$ cat config.mk
export PLATFORM = sky130hd
export DESIGN_NAME = vga_timing_gen
export DESIGN_NICKNAME = d
export VERILOG_FILES = /design/src/rtl/vga_timing_gen.sv
export SDC_FILE = /design/constraint.sdc
export NUM_CORES = 1
export LEC_CHECK = 0
export ABC_AREA = 1
export BUFFER_PORTS_ARGS = -buffer_cell sky130_fd_sc_hd__buf_2
export CAP_MARGIN = 20
export CORE_UTILIZATION = 50
export CTS_BUF_LIST = sky130_fd_sc_hd__clkbuf_4 sky130_fd_sc_hd__clkbuf_8
export DETAILED_ROUTE_END_ITERATION = 6
export PLACE_DENSITY = 0.72
export SLEW_MARGIN = 10
export SYNTH_ARGS = -nofsm -noshare
export SYNTH_HDL_FRONTEND = slang
export SYNTH_SLANG_ARGS = --single-unit
$ cat constraint.sdc
create_clock -name pixel_clk -period 1.2 [get_ports pixel_clk]
set_input_delay 0.06 -clock pixel_clk [delete_from_list [all_inputs] [get_ports pixel_clk]]
set_output_delay 0.06 -clock pixel_clk [all_outputs]
set_load 0.01 [all_outputs]
$ cat src/rtl/vga_timing_gen.sv
// Video timing generator: HS/VS/BLANK, pixel position and a FIFO read strobe
// for a raster panel; runs and stops only on frame boundaries.
module vga_timing_gen #(
  parameter  int HDISP  = 800,
  parameter  int HFP    = 40,
  parameter  int HPULSE = 48,
  parameter  int HBP    = 40,
  parameter  int VDISP  = 480,
  parameter  int VFP    = 13,
  parameter  int VPULSE = 3,
  parameter  int VBP    = 29,
  localparam int HTOTAL = HDISP + HFP + HPULSE + HBP,
  localparam int VTOTAL = VDISP + VFP + VPULSE + VBP,
  localparam int HW     = $clog2(HTOTAL),
  localparam int VW     = $clog2(VTOTAL)
) (
  input  logic          pixel_clk,
  input  logic          pixel_rst,
  input  logic          enable,
  input  logic          fifo_empty,
  output logic          pixel_req,
  output logic          frame_start,
  output logic          VGA_HS,
  output logic          VGA_VS,
  output logic          VGA_BLANK,
  output logic [HW-1:0] pixel_x,
  output logic [VW-1:0] pixel_y,
  output logic          underflow
);

  localparam logic [HW-1:0] H_ZERO     = {HW{1'b0}};
  localparam logic [VW-1:0] V_ZERO     = {VW{1'b0}};
  localparam logic [HW-1:0] H_LAST     = HW'(HTOTAL - 1);
  localparam logic [VW-1:0] V_LAST     = VW'(VTOTAL - 1);
  localparam logic [HW-1:0] H_DISP     = HW'(HDISP);
  localparam logic [VW-1:0] V_DISP     = VW'(VDISP);
  localparam logic [HW-1:0] H_SYNC_BEG = HW'(HDISP + HFP);
  localparam logic [HW-1:0] H_SYNC_END = HW'(HDISP + HFP + HPULSE);
  localparam logic [VW-1:0] V_SYNC_BEG = VW'(VDISP + VFP);
  localparam logic [VW-1:0] V_SYNC_END = VW'(VDISP + VFP + VPULSE);

  typedef enum logic [0:0] {IDLE = 1'b0, RUN = 1'b1} state_t;

  state_t        state_r;
  logic [HW-1:0] hcnt_r;
  logic [VW-1:0] vcnt_r;
  logic          hs_r;
  logic          vs_r;
  logic          blank_r;
  logic [HW-1:0] px_r;
  logic [VW-1:0] py_r;
  logic          uf_r;

  logic          visible_s;
  logic          hsync_s;
  logic          vsync_s;
  logic          h_wrap_s;
  logic          v_wrap_s;

  // Decode of the counter registers for the current cycle
  always_comb begin
    visible_s = 1'b0;
    hsync_s   = 1'b0;
    vsync_s   = 1'b0;
    h_wrap_s  = 1'b0;
    v_wrap_s  = 1'b0;
    if (state_r == RUN) begin
      visible_s = (hcnt_r < H_DISP) && (vcnt_r < V_DISP);
      hsync_s   = (hcnt_r >= H_SYNC_BEG) && (hcnt_r < H_SYNC_END);
      vsync_s   = (vcnt_r >= V_SYNC_BEG) && (vcnt_r < V_SYNC_END);
      h_wrap_s  = (hcnt_r == H_LAST);
      v_wrap_s  = (vcnt_r == V_LAST);
    end else begin
      visible_s = 1'b0;
    end
  end

  assign pixel_req   = visible_s;
  assign frame_start = visible_s && (hcnt_r == H_ZERO) && (vcnt_r == V_ZERO);
  assign VGA_HS      = hs_r;
  assign VGA_VS      = vs_r;
  assign VGA_BLANK   = blank_r;
  assign pixel_x     = px_r;
  assign pixel_y     = py_r;
  assign underflow   = uf_r;

  // Run/idle FSM, raster counters and the one-cycle-delayed display outputs
  always_ff @(posedge pixel_clk) begin
    if (pixel_rst) begin
      state_r <= IDLE;
      hcnt_r  <= H_ZERO;
      vcnt_r  <= V_ZERO;
      hs_r    <= 1'b1;
      vs_r    <= 1'b1;
      blank_r <= 1'b0;
      px_r    <= H_ZERO;
      py_r    <= V_ZERO;
      uf_r    <= 1'b0;
    end else begin
      uf_r <= uf_r | (visible_s & fifo_empty);
      case (state_r)
        IDLE: begin
          hcnt_r  <= H_ZERO;
          vcnt_r  <= V_ZERO;
          hs_r    <= 1'b1;
          vs_r    <= 1'b1;
          blank_r <= 1'b0;
          px_r    <= H_ZERO;
          py_r    <= V_ZERO;
          if (enable) begin
            state_r <= RUN;
          end else begin
            state_r <= IDLE;
          end
        end
        RUN: begin
          hs_r    <= ~hsync_s;
          vs_r    <= ~vsync_s;
          blank_r <= visible_s;
          px_r    <= hcnt_r;
          py_r    <= vcnt_r;
          if (h_wrap_s) begin
            hcnt_r <= H_ZERO;
            if (v_wrap_s) begin
              vcnt_r <= V_ZERO;
              // a stop request only takes effect once the whole frame is out
              if (!enable) begin
                state_r <= IDLE;
              end else begin
                state_r <= RUN;
              end
            end else begin
              vcnt_r <= vcnt_r + VW'(1);
            end
          end else begin
            hcnt_r <= hcnt_r + HW'(1);
          end
        end
        default: begin
          state_r <= IDLE;
          hcnt_r  <= H_ZERO;
          vcnt_r  <= V_ZERO;
          hs_r    <= 1'b1;
          vs_r    <= 1'b1;
          blank_r <= 1'b0;
          px_r    <= H_ZERO;
          py_r    <= V_ZERO;
        end
      endcase
    end
  end

endmodule

==> metrics.txt <==
# TYPE chip_impl_metric gauge
chip_impl_metric{name="antenna_cells",unit=""} 0
chip_impl_metric{name="synthCells",unit=""} 241
chip_impl_metric{name="cp.required",unit="ns"} 1.14
chip_impl_metric{name="tritoncts.num_buffers",unit=""} 5
chip_impl_metric{name="share_clk_of_total_power",unit=""} 0.417
chip_impl_metric{name="place.detailed.hpwl",unit="mm"} 3.20
chip_impl_metric{name="layout.filler_cells",unit=""} 181
chip_impl_metric{name="utilization",unit=""} 0.853
chip_impl_metric{name="timing.critical_path.arrival",unit="ns"} 1.50
chip_impl_metric{name="drive_gt1_frac",unit=""} 0.517
chip_impl_info{name="layout_commonest_cell",value="sky130_fd_sc_hd__nand2_1"} 1
chip_impl_metric{name="grt_start_max_net_pins",unit=""} 14
chip_impl_metric{name="wirelength",unit="mm"} 5.90
chip_impl_metric{name="full_die_area",unit="sq um"} 3960
chip_impl_info{name="run_status",value="finished, violations left"} 1
chip_impl_metric{name="num_io_pins",unit=""} 30
chip_impl_metric{name="routed-via-count",unit=""} 1955
chip_impl_metric{name="p_int",unit="uW"} 2290
chip_impl_info{name="post-synth-top-area-cell",value="sky130_fd_sc_hd__dfxtp_1"} 1
chip_impl_metric{name="seqPwrFrac",unit=""} 0.513
chip_impl_info{name="critPathCaptureType",value="primary output"} 1
chip_impl_metric{name="grt_antenna_before_repair",unit=""} 0
chip_impl_metric{name="finalHoldViolCount",unit=""} 0
chip_impl_metric{name="die_y",unit="um"} 62.9
chip_impl_metric{name="ff_latch_area",unit="sq um"} 925
chip_impl_metric{name="slew-limit-headroom",unit=""} 0.773
chip_impl_metric{name="cts_buffer_depth",unit=""} 2
chip_impl_metric{name="design_area",unit="sq um"} 2940
chip_impl_metric{name="synth_top_area_share",unit=""} 0.485
chip_impl_metric{name="via_count_of_the_first_global_routing_pass",unit=""} 1912
chip_impl_metric{name="detail_route.vias_per_cell",unit=""} 5.19
chip_impl_metric{name="timing.clock.skew",unit="ns"} 0.0158
chip_impl_metric{name="mappedNetlistArea",unit="sq um"} 1860
chip_impl_metric{name="period_needed",unit="ns"} 1.56
chip_impl_metric{name="slew_viol_final",unit=""} 0
chip_impl_metric{name="place.detailed.instances",unit=""} 348
chip_impl_metric{name="clk_pin_slew",unit="ns"} 0.09
chip_impl_metric{name="ir_worst_vdd",unit="uV"} 821
chip_impl_metric{name="multi_input_area",unit="sq um"} 1130
chip_impl_info{name="failed_checks",value="setup timing"} 1
chip_impl_metric{name="post-place-ws",unit="ns"} -0.115
chip_impl_metric{name="synth.net_count",unit=""} 251
chip_impl_metric{name="clock.fmax",unit="GHz"} 0.640
chip_impl_info{name="cts_tree",value="done"} 1
chip_impl_metric{name="finalSetupViolCount",unit=""} 23
chip_impl_metric{name="post-route-drc-count",unit=""} 0
chip_impl_metric{name="leakagePower",unit="uW"} 0.00138
chip_impl_metric{name="power.share.switching",unit=""} 0.223
chip_impl_metric{name="placement.cell_area",unit="sq um"} 2330
chip_impl_info{name="critical_path_class",value="flip-flop to primary output"} 1
chip_impl_info{name="worst_setup_path_start_kind",value="flip-flop"} 1
chip_impl_metric{name="clock_sinks",unit=""} 45
chip_impl_info{name="layout.cells.most_common_list",value="48 x sky130_fd_sc_hd__nand2_1, 45 x sky130_fd_sc_hd__buf_4, 35 x sky130_fd_sc_hd__nor2_1, 30 x sky130_fd_sc_hd__dfxtp_1, 29 x sky130_fd_sc_hd__buf_2"} 1
chip_impl_metric{name="grt_remaining_overflow",unit=""} 0
chip_impl_info{name="root_buffer_cell",value="sky130_fd_sc_hd__clkbuf_8"} 1
chip_impl_metric{name="critPathMaxFanout",unit=""} 2
chip_impl_info{name="worstHoldPathType",value="input port to flip-flop"} 1
chip_impl_metric{name="register_to_register_path_setup_slack",unit="ns"} -0.30
chip_impl_metric{name="synthDistinctLibCells",unit=""} 22
chip_impl_metric{name="sequential_share_of_the_synthesized_area",unit=""} 0.485
chip_impl_metric{name="placementRows",unit=""} 21
chip_impl_metric{name="postSynthRegisterBits",unit=""} 45
chip_impl_metric{name="initialDrtViolationCount",unit=""} 161
chip_impl_metric{name="placement.io_buffers",unit=""} 29
chip_impl_metric{name="stdcell_count",unit=""} 377
chip_impl_metric{name="initial_utilization",unit=""} 0.539
chip_impl_metric{name="crit_path_setup_slack_layout",unit="ns"} -0.362
chip_impl_metric{name="wire_per_inst",unit="um"} 15.7
chip_impl_info{name="post_synth_main_area_contributors",value="sky130_fd_sc_hd__dfxtp_1 49%, sky130_fd_sc_hd__nand2_1 11%, sky130_fd_sc_hd__nor2_1 9.1%, sky130_fd_sc_hd__inv_1 5.3%, sky130_fd_sc_hd__nand3_1 5.1%"} 1
chip_impl_metric{name="power.switching",unit="uW"} 655
chip_impl_metric{name="avgSynthCellArea",unit="sq um"} 7.70
chip_impl_metric{name="part_of_the_cycle_the_worst_path_needs",unit=""} 1.30
chip_impl_metric{name="cts_max_level",unit=""} 2
chip_impl_metric{name="floorplan.die.width",unit="um"} 62.9
chip_impl_metric{name="ant_nets",unit=""} 0
chip_impl_metric{name="worst-slew-pin-transition",unit="ns"} 0.339
chip_impl_metric{name="maxcap_viol_count",unit=""} 0
chip_impl_info{name="setup_repair_after_global_routing_missed_its_margin",value="yes"} 1
chip_impl_metric{name="share_comb_of_total_power",unit=""} 0.071
chip_impl_metric{name="grt_pass1_wl",unit="mm"} 8.40
chip_impl_metric{name="gr-usage-all-layers",unit=""} 0.273
chip_impl_metric{name="finish.net_count",unit=""} 340
chip_impl_metric{name="signed_area_change_from_the_synthesized_netlist_to_the_final_layout",unit="%"} 58.2
chip_impl_metric{name="power_per_cell_area",unit="nW/um^2"} 1000
chip_impl_metric{name="place_congestion",unit=""} 0.901
chip_impl_metric{name="yosys_warnings",unit=""} 0
chip_impl_metric{name="detailedRoute.firstPassIterationCount",unit=""} 4
chip_impl_metric{name="clk_latency",unit="ns"} 0.31
chip_impl_metric{name="coreArea",unit="sq um"} 3440
## cells in the mapped netlist
cell type / instances
sky130_fd_sc_hd__nand2_1: 54
sky130_fd_sc_hd__dfxtp_1: 45
sky130_fd_sc_hd__nor2_1: 45
sky130_fd_sc_hd__inv_1: 26
sky130_fd_sc_hd__nand3_1: 19
sky130_fd_sc_hd__a21oi_1: 7
sky130_fd_sc_hd__xor2_1: 7
sky130_fd_sc_hd__ha_1: 6
sky130_fd_sc_hd__nand4_1: 6
sky130_fd_sc_hd__inv_2: 5
sky130_fd_sc_hd__nor3_1: 4
sky130_fd_sc_hd__nand2_2: 3
sky130_fd_sc_hd__nor2_4: 3
sky130_fd_sc_hd__buf_2: 2
sky130_fd_sc_hd__o21ai_0: 2
sky130_fd_sc_hd__nand2_4: 1
sky130_fd_sc_hd__nor2_8: 1
sky130_fd_sc_hd__nor3_2: 1
sky130_fd_sc_hd__nor3b_1: 1
sky130_fd_sc_hd__nor4_1: 1
sky130_fd_sc_hd__o2111ai_1: 1
sky130_fd_sc_hd__o21bai_1: 1
## power by group through the flow
| stage | Sequential, uW | Clock, uW | Combinational [uW] |
|---|---|---|---|
| 3_3_place_gp | 1550 | 0 | 125 |
| 5_1_grt | 1510 | 1280 | 220 |
| 6_report | 1510 | 1230 | 209 |
| 2_1_floorplan | 1550 | 0 | 63.1 |
| 4_1_cts | 1510 | 1200 | 160 |
| 3_5_place_dp | 1550 | 0 | 125 |
## layer usage
metal | global-route usage | routed length, um | up-vias
met1 | 0.306 | 2270 | 914
met2 | 0.487 | 3030 | 89
met3 | 0.0657 | 403 | 24
met4 | 0.110 | 199 | 0
met5 | 0 | 0 | -
li1 | - | - | 928
## kinds of logic (layout without fill, tap and decap cells)
kind of cell,count (synthesis),count (layout),synth area share
simple gates,139,140,0.340
flops,45,45,0.485
buf+inv,33,122,0.0681
compound gates,11,11,0.0330
xor+xnor,7,7,0.0330
fa+ha+maj,6,6,0.0404
## cell type report
cell class	count	share of cell area
repair buffers	83	0.199
clock buffers	7	0.0307
inverters	31	0.0413
multi-input cells	164	0.385
well taps	46	0.0196
clock inverters	1	0.0102
flip-flops and latches	45	0.315
## critical path, cell delays in order, from the launching register on
cell and delay (ns):
sky130_fd_sc_hd__dfxtp_2 0.34, sky130_fd_sc_hd__inv_2 0.07, sky130_fd_sc_hd__ha_4 0.14, sky130_fd_sc_hd__nand4_1 0.15, sky130_fd_sc_hd__nor2_1 0.14, sky130_fd_sc_hd__nand4_1 0.13
sky130_fd_sc_hd__nor2_1 0.11, sky130_fd_sc_hd__buf_2 0.13
## per-stage QoR
stage / hold slack [ns] / total power [uW] / setup TNS, ns
2_1_floorplan: 0.129 / 1610 / 0
3_3_place_gp: 0.253 / 1670 / -0.644
3_5_place_dp: 0.259 / 1670 / -0.901
4_1_cts: 0.0223 / 2870 / -3.08
5_1_grt: 0.0460 / 3010 / -6.08
6_report: 0.0255 / 2940 / -4.66
## flip-flops by register name (all words and copies together) (netlist names)
name	flops
hcnt_r	10
pixel_x	10
pixel_y	10
vcnt_r	10
VGA_BLANK	1
VGA_HS	1
VGA_VS	1
state_r	1
underflow	1
## path summary, 6_finish.rpt
check                                       startpoint                      to  depth (start not counted)
worst max-delay path            vcnt_r[1]$_SDFFE_PP0P_             frame_start                          7
worst min-delay path                            enable      state_r$_SDFF_PP0_                          3
worst max register to register    hcnt_r[1]$_SDFF_PP0_  vcnt_r[1]$_SDFFE_PP0P_                         10
worst min register to register    underflow$_SDFF_PP0_    underflow$_SDFF_PP0_                          2
## what timing repair did
action,CTS,global route
pin swaps,11,21
hold buffers,1,0
hold endpoints to repair,1,0
gates cloned,1,0
gates resized for setup,43,48
endpoints found under the setup margin,18,25
buffers inserted,12,9
No activity file was read; power rests on OpenSTA's default activity.
